`config.mk`:
```
export PLATFORM = sky130hd
export DESIGN_NAME = snd_fx_seq_flat
export DESIGN_NICKNAME = d
export VERILOG_FILES = /design/src/rtl/snd_pkg.sv /design/src/rtl/snd_fx_seq_if.sv /design/src/rtl/snd_fx_rom.sv /design/src/rtl/snd_fx_seq.sv /design/src/flat_wrapper.sv
export SDC_FILE = /design/constraint.sdc
export NUM_CORES = 1
export LEC_CHECK = 0
export ABC_CLOCK_PERIOD_IN_PS = 5850
export CAP_MARGIN = 10
export CORE_MARGIN = 2
export CORE_UTILIZATION = 50
export DETAILED_ROUTE_END_ITERATION = 16
export PLACE_DENSITY = 0.69
export SLEW_MARGIN = 20
export SYNTH_ARGS = -nofsm -noshare
export SYNTH_HDL_FRONTEND = slang
export SYNTH_SLANG_ARGS = --single-unit
export TNS_END_PERCENT = 10
```
`constraint.sdc`:
```
create_clock -name clk -period 5.85 [get_ports clk]
set_input_delay 0.8775 -clock clk [delete_from_list [all_inputs] [get_ports clk]]
set_output_delay 0.8775 -clock clk [all_outputs]
set_load 0.02 [all_outputs]
```
`src/rtl/snd_pkg.sv`:
```
// Shared types and constants for the snake-game sound-effect sequencer:
// FSM state, pending-event slot, note ROM entry layout and effect start indices.
package snd_pkg;

  localparam int IDX_W     = 3;
  localparam int HALF_W    = 8;
  localparam int LEN_W     = 8;
  localparam int PHASE_W   = 8;
  localparam int ROM_DEPTH = 6;

  typedef enum logic [1:0] {
    IDLE,
    PLAY,
    GAP
  } state_t;

  // Single pending slot; DIE outranks EAT when both are waiting for a tick.
  typedef enum logic [1:0] {
    PEND_NONE,
    PEND_EAT,
    PEND_DIE
  } pend_t;

  localparam logic [IDX_W-1:0] EAT_START = 3'd0;
  localparam logic [IDX_W-1:0] DIE_START = 3'd2;

  typedef struct packed {
    logic [HALF_W-1:0] half_period;  // samples per half square-wave period
    logic [LEN_W-1:0]  length;       // note length in NOTE_UNIT sample ticks
    logic              last;         // final note of the effect
  } note_t;

  function automatic note_t mk_note(input logic [HALF_W-1:0] half_period,
                                    input logic [LEN_W-1:0]  length,
                                    input logic              last);
    note_t n;
    n.half_period = half_period;
    n.length      = length;
    n.last        = last;
    return n;
  endfunction

endpackage

```
`src/rtl/snd_fx_seq_if.sv`:
```
// Event/mute inputs and PWM-facing outputs of the sound-effect sequencer.
// The game logic side is the master; the sequencer is the slave.
interface snd_fx_seq_if #(
  parameter int R_SIZE = 8
);

  logic              eat_evt;
  logic              die_evt;
  logic              mute;
  logic [R_SIZE:0]   duty;
  logic              load;
  logic              sample_stb;
  logic              busy;

  modport master (
    output eat_evt, die_evt, mute,
    input  duty, load, sample_stb, busy
  );

  modport slave (
    input  eat_evt, die_evt, mute,
    output duty, load, sample_stb, busy
  );

endinterface

```
`src/rtl/snd_fx_rom.sv`:
```
// Combinational 6-entry note ROM: EAT occupies entries 0-1, DIE entries 2-5.
module snd_fx_rom
  import snd_pkg::*;
(
  input  logic [IDX_W-1:0] idx,
  output note_t            note
);

  always_comb begin
    case (idx)
      3'd0:    note = mk_note(8'd50,  8'd4,  1'b0);
      3'd1:    note = mk_note(8'd35,  8'd6,  1'b1);
      3'd2:    note = mk_note(8'd60,  8'd8,  1'b0);
      3'd3:    note = mk_note(8'd80,  8'd8,  1'b0);
      3'd4:    note = mk_note(8'd100, 8'd8,  1'b0);
      3'd5:    note = mk_note(8'd140, 8'd16, 1'b1);
      // Unreachable indices end the effect at once rather than run on.
      default: note = mk_note(8'd1,   8'd1,  1'b1);
    endcase
  end

endmodule

```
`src/rtl/snd_fx_seq.sv`:
```
// Sound-effect sequencer: turns eat/die pulses into square-wave note sequences
// presented as a per-sample PWM duty value with a permanent load strobe.
module snd_fx_seq
  import snd_pkg::*;
#(
  parameter int R_SIZE     = 8,
  parameter int SAMPLE_DIV = 256,
  parameter int NOTE_UNIT  = 1024,
  parameter int GAP_UNITS  = 1
) (
  input  logic         clk,
  input  logic         rst,
  snd_fx_seq_if.slave  bus
);

  localparam int DIV_W     = (SAMPLE_DIV > 1) ? $clog2(SAMPLE_DIV) : 1;
  localparam int NOTE_MAX  = 255 * NOTE_UNIT;
  localparam int GAP_TICKS = GAP_UNITS * NOTE_UNIT;
  localparam int DUR_W     = $clog2(((NOTE_MAX > GAP_TICKS) ? NOTE_MAX : GAP_TICKS) + 1);

  localparam logic [DIV_W-1:0]  DIV_LAST = DIV_W'(SAMPLE_DIV - 1);
  localparam logic [DUR_W-1:0]  GAP_LAST = DUR_W'(GAP_TICKS - 1);
  localparam logic [DUR_W-1:0]  NOTE_MUL = DUR_W'(NOTE_UNIT);
  localparam logic [R_SIZE:0]   DUTY_ON  = {2'b01, {(R_SIZE-1){1'b0}}};

  logic [DIV_W-1:0]   div_cnt;
  logic               tick;
  logic               stb_q;
  logic               load_q;
  logic [R_SIZE:0]    duty_q;
  logic [R_SIZE:0]    duty_nxt;

  pend_t              pend, pend_nxt;
  state_t             state, state_nxt;
  logic [IDX_W-1:0]   idx, idx_nxt;
  logic               level, level_nxt;
  logic [PHASE_W-1:0] phase, phase_nxt;
  logic [DUR_W-1:0]   dur, dur_nxt;
  logic               is_die, is_die_nxt;

  note_t              note;
  logic [PHASE_W-1:0] phase_end;
  logic [DUR_W-1:0]   note_end;
  logic               die_active;
  logic               start_die;
  logic               start_eat;

  snd_fx_rom u_rom (
    .idx  (idx),
    .note (note)
  );

  assign tick       = (div_cnt == DIV_LAST);
  assign phase_end  = note.half_period - 8'd1;
  assign note_end   = DUR_W'(note.length) * NOTE_MUL - DUR_W'(1);
  assign die_active = (state != IDLE) && is_die;
  // EAT only restarts when the effect running up to this tick is not DIE.
  assign start_die  = tick && (pend == PEND_DIE);
  assign start_eat  = tick && (pend == PEND_EAT) && !die_active;

  // NOTE: sequential state uses non-blocking (<=) so every register samples
  // the pre-edge values; combinational blocks use blocking (=).
  always_ff @(posedge clk or posedge rst) begin
    if (rst) begin
      div_cnt <= '0;
      stb_q   <= 1'b0;
      load_q  <= 1'b0;
      duty_q  <= '0;
      pend    <= PEND_NONE;
      state   <= IDLE;
      idx     <= '0;
      level   <= 1'b0;
      phase   <= '0;
      dur     <= '0;
      is_die  <= 1'b0;
    end else begin
      div_cnt <= tick ? '0 : div_cnt + DIV_W'(1);
      stb_q   <= tick;
      load_q  <= 1'b1;
      if (tick) duty_q <= duty_nxt;
      pend    <= pend_nxt;
      state   <= state_nxt;
      idx     <= idx_nxt;
      level   <= level_nxt;
      phase   <= phase_nxt;
      dur     <= dur_nxt;
      is_die  <= is_die_nxt;
    end
  end

  // NOTE: every signal gets a default at the top of the block so no path
  // leaves it unassigned, which would otherwise infer a latch.
  always_comb begin
    pend_nxt   = tick ? PEND_NONE : pend;
    state_nxt  = state;
    idx_nxt    = idx;
    level_nxt  = level;
    phase_nxt  = phase;
    dur_nxt    = dur;
    is_die_nxt = is_die;

    // A pulse in the tick cycle lands in the freshly cleared slot.
    if (bus.die_evt) begin
      pend_nxt = PEND_DIE;
    end else if (bus.eat_evt && (pend_nxt != PEND_DIE) && !die_active) begin
      pend_nxt = PEND_EAT;
    end

    if (start_die || start_eat) begin
      state_nxt  = PLAY;
      idx_nxt    = start_die ? DIE_START : EAT_START;
      level_nxt  = 1'b1;
      phase_nxt  = '0;
      dur_nxt    = '0;
      is_die_nxt = start_die;
    end else if (tick) begin
      case (state)
        PLAY: begin
          if (phase == phase_end) begin
            phase_nxt = '0;
            level_nxt = ~level;
          end else begin
            phase_nxt = phase + 8'd1;
          end
          if (dur == note_end) begin
            dur_nxt   = '0;
            state_nxt = note.last ? IDLE : GAP;
          end else begin
            dur_nxt = dur + DUR_W'(1);
          end
        end
        GAP: begin
          if (dur == GAP_LAST) begin
            dur_nxt   = '0;
            phase_nxt = '0;
            level_nxt = 1'b1;
            idx_nxt   = idx + IDX_W'(1);
            state_nxt = PLAY;
          end else begin
            dur_nxt = dur + DUR_W'(1);
          end
        end
        default: ;
      endcase
    end
  end

  // Duty reflects the post-tick state; mute only gates the output value.
  always_comb begin
    duty_nxt = '0;
    if ((state_nxt == PLAY) && level_nxt && !bus.mute) duty_nxt = DUTY_ON;
  end

  assign bus.duty       = duty_q;
  assign bus.load       = load_q;
  assign bus.sample_stb = stb_q;
  assign bus.busy       = (state != IDLE);

endmodule

```
`src/flat_wrapper.sv`:
```
// flat-port wrapper written by rule: the top's interface ports become plain ports
module snd_fx_seq_flat import snd_pkg::*;
#(
  parameter int R_SIZE     = 8,
  parameter int SAMPLE_DIV = 256,
  parameter int NOTE_UNIT  = 1024,
  parameter int GAP_UNITS  = 1
)
  (clk, rst, bus_eat_evt, bus_die_evt, bus_mute, bus_duty, bus_load, bus_sample_stb, bus_busy);
  snd_fx_seq_if #(.R_SIZE(R_SIZE)) bus_i ();
  input  logic clk;
  input  logic rst;
  input wire logic [$bits(bus_i.eat_evt)-1:0] bus_eat_evt;
  input wire logic [$bits(bus_i.die_evt)-1:0] bus_die_evt;
  input wire logic [$bits(bus_i.mute)-1:0] bus_mute;
  output wire logic [$bits(bus_i.duty)-1:0] bus_duty;
  output wire logic [$bits(bus_i.load)-1:0] bus_load;
  output wire logic [$bits(bus_i.sample_stb)-1:0] bus_sample_stb;
  output wire logic [$bits(bus_i.busy)-1:0] bus_busy;
  assign bus_i.eat_evt = bus_eat_evt;
  assign bus_i.die_evt = bus_die_evt;
  assign bus_i.mute = bus_mute;
  assign bus_duty = bus_i.duty;
  assign bus_load = bus_i.load;
  assign bus_sample_stb = bus_i.sample_stb;
  assign bus_busy = bus_i.busy;
  snd_fx_seq #(.R_SIZE(R_SIZE), .SAMPLE_DIV(SAMPLE_DIV), .NOTE_UNIT(NOTE_UNIT), .GAP_UNITS(GAP_UNITS)) u_core (.clk(clk), .rst(rst), .bus(bus_i));
endmodule
```
==> flow_metrics.py <==
metrics = {
    "route": {
        "drtIter0Drc": 112,
        "first_pass_iters": 5,
        "drc": 0,
        "vias_per_cell": 5.82,
        "ant_nets": 0,
        "wire_per_inst_um": 14.6,
        "via_count": 2519,
        "wl_um": 6310,
    },
    "timing": {
        "timing.fmax_ghz": 0.254,
        "drv_slew": 0,
        "grt_setup_unrepaired": "false",
        "fin_crit_ps": 3930,
        "tightest_slew_ps": 926,
        "tns_ps": 0,
        "setup_violations": 0,
        "max_slew_margin_pct": 38.1,
        "hold_violations": 0,
        "skew_ps": 12.5,
        "fin_crit_sh_pct": 67.2,
    },
    "clock_network": {
        "clock_sinks": 46,
        "cts.htree.levels": 2,
        "clk_pin_slew_ps": 100,
        "numCtsBuffers": 5,
        "tritoncts": "done",
        "post_cts_buffers": 0,
        "cts-hold-fix-buffers": 0,
        "insertion_delay_ps": 300,
        "clockRootBuffer": "clkbuf_8",
        "clockBufferDepth": 2,
        "post_cts_resized": 0,
    },
    "power_and_ir_drop": {
        "p_total_uw": 526,
        "peakVddDrop_mv": 0.102,
        "p_leak_uw": 0.00133,
        "power_density_mw_per_mm2": 162,
    },
    "logic_synthesis": {
        "ys_types": 61,
        "synth_edf_count": 0,
        "yosysSeqAreaShare_pct": 37.3,
        "yosys-top-cells-area": "dfrtp_1 (37%), o21ai_0 (5.2%), nand2_1 (5.0%)",
        "synth-seq-cells": 46,
        "syn_avg_cell_area_um2": 8.66,
        "ys.flop_type": "dfrtp_1",
        "yosysTopAreaCell": "dfrtp_1",
        "syn_inst": 356,
        "yosysTopAreaCellShare_pct": 37.3,
        "syn-cell-area_mm2": 0.00308,
        "ys_async_sr_fraction_pct": 100,
        "yosysWarnings": 0,
    },
    "worst_setup_path": {
        "cp-start-kind": "flip-flop",
        "cpPeakStageDelay_ps": 720,
        "cpMaxStageDelayCell": "dfrtp_1",
        "reg2reg_depth": 12,
        "required_ps": 6040,
        "cp_max_fo": 19,
        "critPathCaptureType": "flip-flop",
        "ff2ff_setup_slack_ps": 1920,
        "crit_path_start": "u_core.idx[2]",
        "rr_startpoint": "u_core.idx[2]",
        "arrival_ps": 4120,
        "rr_endpoint": "u_core.bus.duty[7]",
        "critPathKind": "reg2reg",
        "crit_chain": "inv_1 -> ha_1 -> o31a_1 -> or2_2 -> ha_1 -> nor3b_1 -> a31o_2 -> o31a_1 -> a221oi_2 -> nand3_1 -> nor3b_1 -> o41ai_1",
    },
    "final_layout": {
        "n_antenna_cell": 0,
        "drive_above_1_share_pct": 7.54,
        "final_area_mm2": 0.00325,
        "nets": 374,
        "final_cells": 433,
        "area_growth_pct": 5.56,
        "nFillCells": 547,
    },
    "global_routing": {
        "grt_pass1_vias": 2314,
        "grt_antenna_before_repair": 0,
        "track_usage_pct": 20.1,
        "grt_overflow_total": 0,
        "grt_pass1_wl_um": 10700,
        "grt_max_degree": 47,
    },
    "die": {
        "rows": 28,
        "die_h_um": 82.5,
        "pin_count": 17,
        "die_x_um": 82.5,
        "core_mm2": 0.00596,
        "initial_utilization_pct": 51.8,
        "dieArea_mm2": 0.00681,
    },
    "place": {
        "placedCellCount": 425,
        "gp_congestion": 0.853,
        "dpl.hpwl_um": 4710,
        "placed_cell_area_mm2": 0.00316,
        "port-buffer-count": 8,
    },
    "flow_run": {
        "drv_cap": 0,
    },
    "hold_path": {
        "min_from": "u_core.div_cnt[0]",
        "whs_endpoint": "u_core.div_cnt[0]",
        "min_path_type": "reg2reg",
        "hold_depth": 1,
    },
    "run_status": {
        "status": "completed",
    },
}
-- through the flow --
step / util, % / hold slack, ps / worst slack [ps]
3_3_place_gp: 53.1 / 453 / 2060
5_1_grt: 54.6 / 495 / 1690
6_report: 54.6 / 459 / 1920
4_1_cts: 54.6 / 466 / 1910
2_1_floorplan: - / 433 / 2230
3_5_place_dp: 53.1 / 453 / 1940
-- cell type report --
cell class	count	area, um2	area share [%]
Tap cell	75	93.8	2.88
Clock buffer	5	68.8	2.11
Multi-Input combinational cell	278	1760	54.2
Timing Repair Buffer	10	95.1	2.92
Sequential cell	46	1150	35.4
Clock inverter	3	21.3	0.654
Inverter	16	60.1	1.85
-- state kept, by name, summed over array words and instances (netlist names) --
register               count
u_core.idx                 3
u_core.pend                2
u_core.dur                18
u_core.is_die              1
u_core.bus.duty            1
u_core.bus.sample_stb      1
u_core.div_cnt             8
u_core.bus.load            1
u_core.phase               8
u_core.level               1
u_core.state               2
-- cells in the mapped netlist, types with 4 or more instances --
cell and number:
xnor2_1 7, o31ai_1 6, nand3_1 19, clkbuf_1 6, nand2_1 41, nor3b_1 8, and3_1 4, nor3_1 13
o21ai_0 32, buf_4 8, nor4_1 5, a21oi_1 15, inv_1 15, or2_2 4, buf_2 8, ha_1 12
nand2b_1 4, o21bai_1 4, mux2i_1 5, nor2_1 20, dfrtp_1 46, xor2_1 7, nand4_1 7, or3_1 6
-- critical path, delay by kind of cell, from the launching register on --
| kind | cells | cell delay (ps) |
|---|---|---|
| fa+ha+maj | 2 | 600 |
| simple gates | 4 | 710 |
| compound gates | 5 | 1610 |
| buf+inv | 1 | 170 |
| flops | 1 | 720 |
-- metal layers --
layer  global-route usage (%)  share of wire [%]
met1                     27.6                 47
met2                     33.1                 48
met3                     3.15                3.7
met4                     5.08               0.81
met5                        0                  0
-- cells in the final DEF (no fill, tap or decap), drive strengths merged, types with 2 or more instances in the layout --
cell / netlist / final
nor2b: 3 / 3
o31ai: 6 / 6
and3: 4 / 4
a21o: 2 / 2
clkbuf: 6 / 5
clkinv: 0 / 2
dfrtp: 46 / 46
or4: 2 / 2
a21oi: 15 / 15
nand2: 41 / 41
a32oi: 2 / 2
conb: 2 / 9
clkdlybuf4s50: 0 / 8
inv: 16 / 16
nor2: 20 / 20
and2: 4 / 4
xnor2: 8 / 8
o2bb2ai: 3 / 3
ha: 12 / 12
xor2: 7 / 7
o21ai: 34 / 34
o311ai: 2 / 2
o31a: 3 / 3
mux2i: 5 / 5
or2: 5 / 5
nand4: 7 / 7
nor3b: 8 / 8
o41ai: 3 / 3
nand2b: 4 / 4
nand3: 19 / 19
nor3: 15 / 15
buf: 17 / 2
a31o: 2 / 2
nor4: 6 / 6
or3: 6 / 6
a31oi: 2 / 2
o21bai: 4 / 4
o211ai: 2 / 2
-- where the power goes --
part | total, uW | internal, uW | switching [uW]
Combinational | 14.8 | 3.09 | 11.7
Clock | 193 | 84.0 | 109
Sequential | 318 | 318 | 0.123
Total | 526 | 405 | 121
-- kinds of logic after synthesis --
family	share of synthesized area [%]
other	0.244
flip-flops	37.3
buffers and inverters	6.29
AND/OR/NAND/NOR	26.1
adder cells (fa/ha/maj)	4.87
XOR/XNOR	4.51
multiplexers	1.62
AO/OA/AOI/OAI	19.1
-- worst max-delay path by stage --
stage          slack (ps)  cells after the start                  to
6_report             1920                     12  u_core.bus.duty[7]
5_1_grt              1690                     12  u_core.bus.duty[7]
4_1_cts              1910                     12  u_core.bus.duty[7]
2_1_floorplan        2230                     15     u_core.phase[7]
3_3_place_gp         2060                     12  u_core.bus.duty[7]
3_5_place_dp         1940                     12  u_core.bus.duty[7]
Power figures use the tool's default switching activity.
